==> config.mk <==
export PLATFORM = sky130hd
export DESIGN_NAME = fifo_pack_reader
export DESIGN_NICKNAME = d
export VERILOG_FILES = /design/src/rtl/fifo_pack_reader.sv
export SDC_FILE = /design/constraint.sdc
export NUM_CORES = 1
export LEC_CHECK = 0
export BUFFER_PORTS_ARGS = -buffer_cell sky130_fd_sc_hd__buf_2
export CAP_MARGIN = 20
export CORE_MARGIN = 1.5
export CORE_UTILIZATION = 60
export CTS_BUF_LIST = sky130_fd_sc_hd__clkbuf_2 sky130_fd_sc_hd__clkbuf_4 sky130_fd_sc_hd__clkbuf_8
export CTS_CLUSTER_SIZE = 28
export DETAILED_ROUTE_END_ITERATION = 10
export MAX_ROUTING_LAYER = met4
export PLACE_DENSITY = 0.8
export SLEW_MARGIN = 20
export SYNTH_ARGS = -nofsm -noshare
export SYNTH_HDL_FRONTEND = slang
export SYNTH_SLANG_ARGS = --single-unit
==> constraint.sdc <==
create_clock -name i_clk -period 2.3 [get_ports i_clk]
set_clock_uncertainty 0.05 [all_clocks]
set_input_delay 0.345 -clock i_clk [delete_from_list [all_inputs] [get_ports i_clk]]
set_output_delay 0.345 -clock i_clk [all_outputs]
set_load 0.01 [all_outputs]
==> src/rtl/fifo_pack_reader.sv <==
// rtl/fifo_pack_reader.sv - packs RATIO show-ahead FIFO words into one valid/ready beat
//
// Ports:
//   i_clk, i_rst      clock, asynchronous active-high reset
//   i_fifo_data       FIFO head word (valid while i_fifo_empty=0)
//   i_fifo_empty      FIFO empty flag
//   o_fifo_rd_en      pop strobe, FIFO advances on the edge where it is high
//   i_flush           single-cycle request to emit a partially filled beat
//   o_data            packed beat, first-popped word in the low bits
//   o_count           number of valid words in o_data
//   o_valid, i_ready  output stream handshake
module fifo_pack_reader #(
    parameter int WIDTH = 4,
    parameter int RATIO = 4,
    localparam int CW = $clog2(RATIO) + 1
) (
    input  logic                   i_clk,
    input  logic                   i_rst,
    input  logic [WIDTH-1:0]       i_fifo_data,
    input  logic                   i_fifo_empty,
    output logic                   o_fifo_rd_en,
    input  logic                   i_flush,
    output logic [WIDTH*RATIO-1:0] o_data,
    output logic [CW-1:0]          o_count,
    output logic                   o_valid,
    input  logic                   i_ready
);

    localparam int IW = $clog2(RATIO);
    localparam int BW = WIDTH * RATIO;

    logic [BW-1:0] acc_q, acc_d;
    logic [IW-1:0] idx_q, idx_d;
    logic          flush_q, flush_d;
    logic [BW-1:0] data_q, data_d;
    logic [CW-1:0] count_q, count_d;
    logic          valid_q, valid_d;

    logic          out_free;
    logic          at_last;
    logic          rd_en;
    logic          flush_now;
    logic [BW-1:0] merged;

    assign out_free  = !valid_q || i_ready;
    assign at_last   = (idx_q == IW'(RATIO - 1));
    // The completing pop must wait for a free output register; earlier pops
    // only fill the accumulator and may proceed under backpressure.
    assign rd_en     = !i_rst && !i_fifo_empty && !(at_last && !out_free);
    assign flush_now = flush_q && out_free;

    assign o_fifo_rd_en = rd_en;
    assign o_data       = data_q;
    assign o_count      = count_q;
    assign o_valid      = valid_q;

    // Accumulator contents including the word popped this cycle.
    always_comb begin
        merged = acc_q;
        for (int s = 0; s < RATIO; s++) begin
            if (rd_en && idx_q == IW'(s)) begin
                merged[s*WIDTH +: WIDTH] = i_fifo_data;
            end
        end
    end

    always_comb begin
        acc_d   = acc_q;
        idx_d   = idx_q;
        data_d  = data_q;
        count_d = count_q;
        valid_d = valid_q;
        // A pending flush absorbs further requests until it is serviced.
        flush_d = flush_q ? !out_free : i_flush;

        if (valid_q && i_ready) begin
            valid_d = 1'b0;
        end

        if (rd_en && at_last) begin
            data_d  = merged;
            count_d = CW'(RATIO);
            valid_d = 1'b1;
            acc_d   = '0;
            idx_d   = '0;
        end else if (flush_now) begin
            if (rd_en) begin
                data_d  = merged;
                count_d = CW'({1'b0, idx_q}) + CW'(1);
                valid_d = 1'b1;
            end else if (idx_q != '0) begin
                data_d  = acc_q;
                count_d = CW'({1'b0, idx_q});
                valid_d = 1'b1;
            end
            acc_d = '0;
            idx_d = '0;
        end else if (rd_en) begin
            acc_d = merged;
            idx_d = idx_q + IW'(1);
        end
    end

    always_ff @(posedge i_clk or posedge i_rst) begin
        if (i_rst) begin
            acc_q   <= '0;
            idx_q   <= '0;
            flush_q <= 1'b0;
            data_q  <= '0;
            count_q <= '0;
            valid_q <= 1'b0;
        end else begin
            acc_q   <= acc_d;
            idx_q   <= idx_d;
            flush_q <= flush_d;
            data_q  <= data_d;
            count_q <= count_d;
            valid_q <= valid_d;
        end
    end

endmodule

# Word-level counts from Yosys, hierarchy flattened

Index checks and enable logic that the tools add are counted.

Register bits after elaboration: 39
Output and inout port bits: 21
Logic and storage cells: 56

Add/subtract/negate cells: 2
Equality and inequality tests: 3
Mux-type cells: 24
Reductions and logical operators: 21

Operator list:

| operator              | number |
|---|---|
| $mux W16              | 7 |
| $mux W4               | 4 |
| $mux W3               | 4 |
| $logic_and A1 B1 Y1   | 9 |
| $mux W1               | 6 |
| $mux W2               | 3 |
| $reduce_bool A3 Y1    | 2 |
| $logic_not A1 Y1      | 5 |
| $eq A2 B2 Y1 const B  | 2 |
| $reduce_bool A2 Y1    | 2 |
| $add A2 B1 Y3 const B | 1 |
| $add A2 B1 Y2 const B | 1 |
| $eq A2 B1 Y1 const B  | 1 |
| $logic_not A2 Y1      | 1 |
| $reduce_and A2 Y1     | 1 |
| $logic_or A1 B1 Y1    | 1 |

# Longest topological paths before layout

Gate-level depths: netlist of the first run.

Depth after elaboration: 11
Mapped depth: 7
Depth with buffers taken out: 6

# Least setup slack after synthesis of the first run

No wires, ideal clock.

Kind: register -> register
From: register idx_q[0]
To: register count_q[0], in the netlist o_count[0]
Library setup time: 0.123 ns
Arrival time: 1.408 ns
Slack: 0.719 ns
Stages on the path, launching flop included: 8
Path through: dfrtp_1 > ha_1 > buf_6 > nand3b_2 > nand2_1 > inv_2 > a21oi_1 > o221a_1

Longest elaborated chain between the ends: 7
Elaborated cells between the ends (all ways): 14
Classes of those cells: add/sub: 1; eq/ne: 1; mux: 4; reduce/logical: 8

Ends and longest elaborated chain:

| what                                                  | line   | RTL |
|---|---|---|
| from (decl)                                           | 33     | `logic [IW-1:0] idx_q, idx_d;` |
| from (signal assigned)                                | 114    | `idx_q <= idx_d;` |
| $eq A2 B2 Y1 (*)                                      | 46     | `assign at_last = (idx_q == IW'(RATIO - 1));` |
| $logic_and A1 B1 Y1 (*)                               | 49     | `assign rd_en = !i_rst && !i_fifo_empty && !(at_last && !out_free);` |
| $logic_not A1 Y1 (*)                                  | 49     |  |
| $logic_and A1 B1 Y1 (*)                               | 49     |  |
| via o_fifo_rd_en                                      | 21     | `output logic o_fifo_rd_en,` |
| $mux W3 / $logic_and A1 B1 Y1 (equally long branches) | 87, 80 |  |
| $mux W3 (tied with other cells)                       | 86     | `end else if (flush_now) begin` |
| $mux W3 / $reduce_and A2 Y1 (equally long branches)   | --     |  |
| to (signal assigned)                                  | 117    | `count_q <= count_d;` |
| to (decl)                                             | 36     | `logic [CW-1:0] count_q, count_d;` |

The timed path passes the listed nets; every way through them passes the cells marked *. The select of a mux whose other input is x is not followed.
A chain may end at the register's enable or synchronous reset.

# Worst setup path after layout of the first run

From: register idx_q[0]
To: output o_fifo_rd_en

Longest elaborated chain between the ends: 4

Ends and longest elaborated chain:

| what                | line |
|---|---|
| $eq A2 B2 Y1        | 46 |
| $logic_and A1 B1 Y1 | 49 |
| $logic_not A1 Y1    | 49 |
| $logic_and A1 B1 Y1 | 49 |
| to (decl)           | 21 |

No other way between the ends.

==> results of run 1 <==
-- flip-flops by register name, summed over array words and instances (netlist names) --
name     cells
o_data      16
o_valid      1
flush_q      1
acc_q       16
o_count      3
idx_q        2
-- where the power goes --
group | internal [µW] | leakage, µW | switching [µW] | total (µW)
logic | 427 | 0.000584 | 590 | 1020
registers | 882 | 0.000520 | 132 | 1010
clock network | 192 | 0.0000420 | 219 | 410
total | 1500 | 0.00115 | 941 | 2440
-- logic make-up after synthesis --
logic type      Yosys count  synth area share
simple gates             61             0.170
mux                      12            0.0606
compound gates           54             0.188
buf+inv                  20            0.0587
fa+ha+maj                 4            0.0253
flops                    39             0.493
xor+xnor                  1           0.00442
-- routing by layer --
metal,share of wire,vias to the layer above
met5,0,-
met4,0.016,0
met3,0.061,7
met2,0.49,56
met1,0.44,738
li1,-,741
-- cell usage in the layout (no fill, tap or decap), types with 7 or more instances in the layout --
cell       synthesis  final
a31oi_1           13     13
nor2b_1            9      9
dfrtp_1           39     39
mux2i_1           12     12
o21ai_0           13     13
nand2_1           21     21
buf_2              3     29
a2bb2oi_1          9      9
inv_1              7      7
nor2_1            12     12
-- cell type report --
| class | count | area, µm² |
|---|---|---|
| sequential | 39 | 976 |
| inverter | 8 | 30.0 |
| multi-input combinational | 132 | 888 |
| clock buffer | 8 | 72.6 |
| fill | 269 | 871 |
| timing repair buffer | 36 | 210 |
| tap | 44 | 55.1 |
-- Yosys cell counts (all sizes together) (2+ instances only) --
library cell  instances
dfrtp                39
nand2                21
o21ai                17
a31oi                13
nor2                 13
mux2i                12
a2bb2oi               9
buf                   9
nor2b                 9
inv                   8
and2                  6
a21oi                 5
ha                    4
nand3                 4
clkbuf                3
a22oi                 2
nand2b                2
-- worst max-delay path, cell delays in order (launching register included) --
cell and delay, ns:
dfrtp_1 0.44, ha_1 0.29, nand3b_2 0.19, nand2_1 0.11, inv_2 0.15, buf_2 0.15
-- path summary, 6_finish.rpt --
kind,depth (start not counted),slack [ns],to,start
max,5,0.21,o_fifo_rd_en,idx_q[0]
min,2,0.04,idx_q[1],i_rst
max reg2reg,6,0.47,o_data[0],idx_q[1]
min reg2reg,2,0.44,o_data[7],o_data[7]
max in group asynchronous,3,1.63,o_data[5],i_rst
min in group i_clk,3,0.18,flush_q,i_flush
-- stage by stage --
step	setup WS [ns]	area [µm²]	utilization	hold slack [ns]	power [µW]
CTS	0.186	2230	0.719	0.0366	2450
floorplan	0.719	1980	-	0.403	1750
detailed placement	0.489	2160	0.696	0.413	2040
global route	0.112	2230	0.719	0.0828	2630
finish	0.215	2230	0.719	0.0412	2440
global placement	0.561	2160	0.696	0.407	1990
==> run_results.csv, run 1 <==
group,metric,value,unit
status,status,"finished, final reports clean",
global_routing,met1_usage,0.376,
worst_setup_path,arrival,1.69,ns
routing,viasPerCell,5.78,
routing,drt_wl_total,4.36,mm
yosys,yosysSeqAreaShare,0.493,
routing,dr_total_vias,1542,
clock_tree,hold_buffers,0,
global_routing,grt_pass1_vias,1442,
sta,fmax,480,MHz
cells_and_area,drive_above_1_share,0.238,
yosys,netlist_instances,191,
floorplanning,num_rows,20,
routing,drt.antenna.violating_nets,0,
global_routing,grt_util_all_layers,0.284,
floorplanning,start_util,0.638,
place,place_congestion,0.950,
worst_hold_path,hp-class,"input pin to asynchronous set/reset pin",
global_routing,grtUsageMet3,0.0640,
clock_tree,insertion_delay,0.35,ns
worst_setup_path,critPathLaunchType,"flop",
cells_and_area,fin_cells,267,
clock_tree,cts_resized,0,
routing,drt-initial-drc-count,93,
worst_setup_path,path_class,"flop to output port",
sta,period_minus_slack,2.09,ns
routing,route.detailed.drc,0,
place,port-buffer-count,29,
yosys,yosysTopAreaCell,"dfrtp_1",
yosys,netlist.area_leader.share,0.493,
floorplanning,io-pin-count,30,
yosys,syn_nets,204,
sta,worst-slew-pin-transition,0.584,ns
worst_setup_path,crit_required,1.90,ns
yosys,avgSynthCellArea,10.4,µm²
worst_setup_path,cp-end-kind,"output port",
power_and_ir_drop,power_density,1090,nW/µm²
global_routing,antenna_found_initial,0,
floorplanning,core_area,3100,µm²
sta,drv_slew,0,
clock_tree,postCtsSetupRepairBufs,0,
cells_and_area,nNetsFinal,235,
sta,fin_setup_tns,0,ns
clock_tree,cts_max_level,2,
clock_tree,numCtsBuffers,5,
sta,hold_viol,0,
clock_tree,clockRootBuffer,"clkbuf_4",
place,dp_cells,259,
cells_and_area,diodes,0,
sta,setup_viol,0,
clock_tree,cts.sinks,39,
yosys,synth_warnings,0,
power_and_ir_drop,leakage,0.00115,µW
routing,drt-pass1-iter-count,4,
global_routing,grt_pass1_wl,7.23,mm
global_routing,grtUsageMet2,0.429,
routing,wire_per_inst,16.3,µm
global_routing,busiest_layer,"met2",
sta,rsz0062_at_grt,"false",
run,cap_violations,0,
floorplanning,die_h,60.5,µm
clock_tree,cts_tree,"done",
floorplanning,die_w,60.5,µm
sta,maxSlewHeadroom,0.608,
global_routing,grt_max_degree,28,
global_routing,grt_overflow,0,
place,dp_hpwl,3.08,mm
floorplanning,die-area,3650,µm²
clock_tree,clockBufferDepth,2,
yosys,syn_area,1980,µm²
power_and_ir_drop,ir_drop,0.745,mV
yosys,synthTopCellsByArea,"dfrtp_1, mux2i_1, a31oi_1, a2bb2oi_1, nand2_1",
cells_and_area,area_delta_synth_final,12.7,%
yosys,ys_types,38,
clock_tree,clk_pin_slew,0.11,ns
yosys,synth_edf_count,0,
sta,post-route-period-util,0.907,
yosys,synthFlopType,"dfrtp_1",
yosys,ys_ff_latch,39,
worst_setup_path,cp_max_fo,7,
yosys,synthArstFlopShare,1.00,
No activity file was read; power rests on OpenSTA's default activity.
==> run 2: changes to the inputs <==
--- a/config.mk
+++ b/config.mk
@@ -10,7 +10,7 @@
 export CORE_MARGIN = 1.5
 export CORE_UTILIZATION = 60
 export CTS_BUF_LIST = sky130_fd_sc_hd__clkbuf_2 sky130_fd_sc_hd__clkbuf_4 sky130_fd_sc_hd__clkbuf_8
-export CTS_CLUSTER_SIZE = 28
+export CTS_CLUSTER_SIZE = 20
 export DETAILED_ROUTE_END_ITERATION = 10
 export MAX_ROUTING_LAYER = met4
 export PLACE_DENSITY = 0.8
==> constraint.sdc (replaced) <==
create_clock -name i_clk -period 2.6 [get_ports i_clk]
set_clock_uncertainty 0.05 [all_clocks]
set_input_delay 0.39 -clock i_clk [delete_from_list [all_inputs] [get_ports i_clk]]
set_output_delay 0.39 -clock i_clk [all_outputs]
set_load 0.01 [all_outputs]
==> run_results.csv, run 2 (synthesis results as in run 1) <==
group,metric,value,unit
routing,drt.antenna.violating_nets,0,
floorplanning,io-pin-count,30,
clock_tree,clockRootBuffer,"clkbuf_4",
routing,dr_total_vias,1600,
global_routing,antenna_found_initial,0,
worst_setup_path,path_class,"flop to output port",
place,dp_hpwl,2.93,mm
worst_setup_path,cp-end-kind,"output port",
floorplanning,die_h,60.5,µm
clock_tree,insertion_delay,0.35,ns
power_and_ir_drop,power_switching,828,µW
status,status,"finished, final reports clean",
routing,drt-initial-drc-count,67,
clock_tree,cts.sinks,39,
worst_setup_path,r2r_end,"o_data[9]",
routing,wire_per_inst,16.0,µm
worst_setup_path,critPathLaunchType,"flop",
power_and_ir_drop,p_int,1310,µW
worst_setup_path,crit_required,2.16,ns
power_and_ir_drop,p_comb_frac,0.411,
run,cap_violations,0,
place,place_congestion,0.885,
global_routing,grt_util_all_layers,0.277,
clock_tree,postCtsSetupRepairBufs,0,
cells_and_area,diodes,0,
clock_tree,clockBufferDepth,2,
floorplanning,die_w,60.5,µm
sta,hold_slack,0.0676,ns
cells_and_area,area_delta_synth_final,11.7,%
worst_setup_path,cp_max_fo,10,
sta,worst-slew-pin-transition,0.698,ns
routing,route.detailed.drc,0,
global_routing,grt_max_degree,29,
clock_tree,cts_resized,0,
floorplanning,core_area,3100,µm²
cells_and_area,layout_common_cells,"dfrtp_1, buf_2, nand2_1",
routing,drt-pass1-iter-count,4,
worst_setup_path,r2r-start,"idx_q[0]",
floorplanning,die-area,3650,µm²
sta,hold_viol,0,
power_and_ir_drop,swShare,0.387,
clock_tree,cts_tree,"done",
worst_setup_path,ff2ff_setup_slack,0.31,ns
power_and_ir_drop,ir_drop,0.573,mV
sta,maxSlewHeadroom,0.535,
sta,rsz0062_at_grt,"false",
routing,drt_wl_total,4.26,mm
floorplanning,start_util,0.638,
floorplanning,num_rows,20,
worst_hold_path,hp-class,"input pin to asynchronous set/reset pin",
power_and_ir_drop,leakage,0.00114,µW
clock_tree,clk_pin_slew,0.11,ns
power_and_ir_drop,p_clk_frac,0.170,
global_routing,grt_overflow,0,
cells_and_area,utilization,0.713,
global_routing,grt_pass1_vias,1555,
place,pre_cts_ws,0.329,ns
routing,viasPerCell,6.02,
power_and_ir_drop,power_density,967,nW/µm²
worst_setup_path,reg2reg_depth,5,
sta,fmax,424,MHz
clock_tree,hold_buffers,0,
power_and_ir_drop,seqPwrFrac,0.419,
cells_and_area,final_common_cell,"dfrtp_1",
sta,fin_setup_tns,0,ns
sta,setup_viol,0,
sta,drv_slew,0,
cells_and_area,drive_above_1_share,0.234,
clock_tree,numCtsBuffers,5,
sta,post-route-period-util,0.906,
worst_setup_path,arrival,1.92,ns
global_routing,grt_pass1_wl,7.11,mm
cells_and_area,nNetsFinal,234,
place,port-buffer-count,29,
sta,period_minus_slack,2.36,ns
clock_tree,cts_max_level,2,
sta,worst_slack,0.244,ns
==> run 2: changes by cell type in the layout (fill, tap and decap cells not counted), sizes merged <==
cell / change
buf: -1
==> run 2: power groups by stage <==
stage / sequential (µW) / combinational [µW] / clock [µW]
CTS: 895 / 874 / 372
floorplan: 930 / 617 / 0
global route: 918 / 974 / 393
detailed placement: 907 / 866 / 0
finish: 897 / 879 / 363
global placement: 895 / 830 / 0
==> run 2: final cells by class <==
class	count	area [µm²]
Sequential cell	39	976
Fill cell	257	891
Multi-Input combinational cell	132	888
Timing Repair Buffer	35	190
Clock buffer	8	72.6
Tap cell	44	55.1
Inverter	8	30.0
==> run 2: worst max-delay path, cell delays in order, from the launching register on <==
cell and delay (ns):
dfrtp_1 0.45, ha_1 0.46, nand3b_2 0.24, nand2_1 0.17, inv_2 0.09, buf_2 0.15
==> run 2: routing by layer <==
layer	vias up	global-route usage	wire length [µm]
li1	733	-	-
met4	0	0.118	77
met3	6	0.0704	307
met2	76	0.458	2130
met1	785	0.322	1750
met5	-	-	0
==> run 2: how the worst max path moves through the flow <==
stage / end / startpoint / cells after the start / slack, ns
6_report: o_fifo_rd_en / idx_q[1] / 5 / 0.24
3_3_place_gp: o_data[9] / idx_q[0] / 5 / 0.49
5_1_grt: o_data[7] / idx_q[0] / 5 / 0.13
4_1_cts: o_fifo_rd_en / idx_q[1] / 5 / 0.27
3_5_place_dp: o_data[9] / idx_q[0] / 5 / 0.33
2_1_floorplan: o_count[0] / idx_q[0] / 7 / 1.02
==> run 2: metrics by stage <==
stage          total power (µW)  area [µm²]  std cells
6_report                   2140        2210        266
5_1_grt                    2290        2210        266
4_1_cts                    2140        2210        266
3_5_place_dp               1770        2140        258
3_3_place_gp               1730        2140        258
2_1_floorplan              1550        1980        191
==> run 3: changes to the inputs <==
--- a/config.mk
+++ b/config.mk
@@ -5,15 +5,16 @@
 export SDC_FILE = /design/constraint.sdc
 export NUM_CORES = 1
 export LEC_CHECK = 0
+export ABC_AREA = 1
 export BUFFER_PORTS_ARGS = -buffer_cell sky130_fd_sc_hd__buf_2
 export CAP_MARGIN = 20
 export CORE_MARGIN = 1.5
-export CORE_UTILIZATION = 60
+export CORE_UTILIZATION = 54
 export CTS_BUF_LIST = sky130_fd_sc_hd__clkbuf_2 sky130_fd_sc_hd__clkbuf_4 sky130_fd_sc_hd__clkbuf_8
 export CTS_CLUSTER_SIZE = 20
 export DETAILED_ROUTE_END_ITERATION = 10
 export MAX_ROUTING_LAYER = met4
-export PLACE_DENSITY = 0.8
+export PLACE_DENSITY = 0.84
 export SLEW_MARGIN = 20
 export SYNTH_ARGS = -nofsm -noshare
 export SYNTH_HDL_FRONTEND = slang
==> run_results.csv, run 3 <==
group,metric,value,unit
yosys,synthTopCellsByArea,"dfrtp_1, nand2_1, nand4_1, nor2_1, ha_1",
clock_tree,clockRootBuffer,"clkbuf_4",
cells_and_area,diodes,0,
clock_tree,hold_buffers,0,
run,cap_violations,0,
cells_and_area,final_area,2020,µm²
floorplanning,die_w,60.9,µm
sta,rsz0062_at_grt,"false",
floorplanning,die_h,60.9,µm
yosys,yosysSeqAreaShare,0.538,
sta,fin_setup_tns,0,ns
yosys,yosysMostFrequentCell,"nand2_1",
worst_setup_path,cp-end-kind,"output port",
routing,viasPerCell,4.99,
clock_tree,cts_resized,0,
global_routing,antenna_found_initial,0,
yosys,netlist_instances,218,
place,placed_cell_area,1980,µm²
yosys,ys_ff_latch,39,
sta,hold_slack,0.136,ns
clock_tree,clk_pin_slew,0.10,ns
routing,drt_wl_total,3.47,mm
cells_and_area,drive_above_1_share,0.181,
power_and_ir_drop,ir_drop,0.608,mV
place,place_congestion,0.862,
yosys,syn_area,1810,µm²
global_routing,grt_util_all_layers,0.235,
sta,post-route-period-util,0.803,
yosys,netlist.area_leader.share,0.538,
place,dp_cells,286,
sta,period_minus_slack,2.09,ns
clock_tree,cts_tree,"done",
worst_setup_path,cp_max_fo,18,
sta,hold_viol,0,
worst_setup_path,critPathLaunchType,"flop",
routing,drt-initial-drc-count,63,
floorplanning,start_util,0.580,
place,port-buffer-count,29,
clock_tree,postCtsSetupRepairBufs,0,
sta,worst-slew-pin-transition,0.484,ns
global_routing,grt_max_degree,40,
worst_setup_path,crit_required,2.16,ns
worst_setup_path,path_class,"flop to output port",
cells_and_area,nNetsFinal,262,
yosys,ys_types,17,
power_and_ir_drop,leakage,0.00121,µW
floorplanning,core_area,3130,µm²
sta,setup_viol,0,
yosys,synthArstFlopShare,1.00,
cells_and_area,layout_common_cells,"nand2_1, dfrtp_1, buf_2",
yosys,synth_common_cells,"nand2_1, dfrtp_1, nor2_1, inv_1, nand4_1",
worst_setup_path,arrival,1.65,ns
global_routing,grt_pass1_vias,1392,
power_and_ir_drop,total_power,1920,µW
routing,dr_total_vias,1458,
power_and_ir_drop,power_density,948,nW/µm²
yosys,synth_warnings,0,
floorplanning,num_rows,20,
sta,drv_slew,0,
place,dp_hpwl,2.44,mm
status,status,"finished, final reports clean",
yosys,syn_nets,231,
worst_setup_path,ff2ff_setup_slack,0.73,ns
routing,drt-pass1-iter-count,4,
clock_tree,numCtsBuffers,5,
clock_tree,cts.sinks,39,
yosys,yosysTopAreaCell,"dfrtp_1",
yosys,synthFlopType,"dfrtp_1",
clock_tree,insertion_delay,0.35,ns
routing,drt.antenna.violating_nets,0,
routing,route.detailed.drc,0,
worst_setup_path,r2r-start,"idx_q[0]",
sta,maxSlewHeadroom,0.677,
sta,fmax,479,MHz
floorplanning,die-area,3710,µm²
clock_tree,clockBufferDepth,2,
floorplanning,io-pin-count,30,
cells_and_area,final_common_cell,"nand2_1",
cells_and_area,area_delta_synth_final,11.6,%
global_routing,grt_overflow,0,
routing,wire_per_inst,11.9,µm
cells_and_area,fin_cells,292,
yosys,avgSynthCellArea,8.32,µm²
global_routing,grt_pass1_wl,6.02,mm
clock_tree,cts_max_level,2,
worst_hold_path,hp-class,"input pin to asynchronous set/reset pin",
yosys,synth_edf_count,0,
worst_setup_path,r2r_end,"o_data[4]",
worst_setup_path,reg2reg_depth,8,
-- run 3: metrics by stage --
step,setup WS [ns],util
after floorplan,1.14,-
after global placement,0.797,0.632
after detailed placement,0.757,0.632
after CTS,0.510,0.647
after global routing,0.385,0.647
final,0.512,0.647
-- run 3: final cells by class --
| cell class | count | area [µm²] |
|---|---|---|
| clock buffers | 6 | 45.0 |
| fillers | 281 | 1100 |
| inverters | 13 | 51.3 |
| multi-input cells | 159 | 736 |
| flip-flops and latches | 39 | 976 |
| well taps | 44 | 55.1 |
| repair buffers | 31 | 160 |
-- run 3: metal layers --
metal / GRT usage / vias up / part of all wire
li1: - / 740 / -
met5: - / - / 0
met3: 0.0533 / 12 / 0.048
met1: 0.292 / 655 / 0.46
met2: 0.361 / 51 / 0.46
met4: 0.118 / 0 / 0.030
-- run 3: worst max path at each step --
stage,from,to,slack (ns),cells past startpoint
floorplan,idx_q[0],o_data[0],1.14,9
global placement,i_ready,o_data[4],0.80,10
detailed placement,idx_q[0],o_data[4],0.76,8
CTS,idx_q[0],o_fifo_rd_en,0.51,5
global route,idx_q[0],o_fifo_rd_en,0.38,5
finish,idx_q[0],o_fifo_rd_en,0.51,5
-- run 3: power breakdown --
| part | internal [µW] | leakage [µW] | total (µW) | switching, µW |
|---|---|---|---|---|
| combinational | 257 | 0.000648 | 767 | 510 |
| clock | 107 | 0.0000276 | 287 | 181 |
| sequential | 774 | 0.000530 | 863 | 88.7 |
-- run 3: kinds of logic after synthesis --
logic type,count (synthesis),share of synthesized area
and+or+nand+nor,153,0.373
DFF,39,0.538
buffers and inverters,20,0.0559
adders and majority gates,4,0.0276
AOI/OAI and AO/OA,2,0.00552
-- run 3: critical path, stage by stage, from the launching register on --
cell and delay, ns:
dfrtp_1 0.42, ha_1 0.31, nand3_4 0.22, nand2_2 0.16
inv_1 0.05, buf_2 0.13
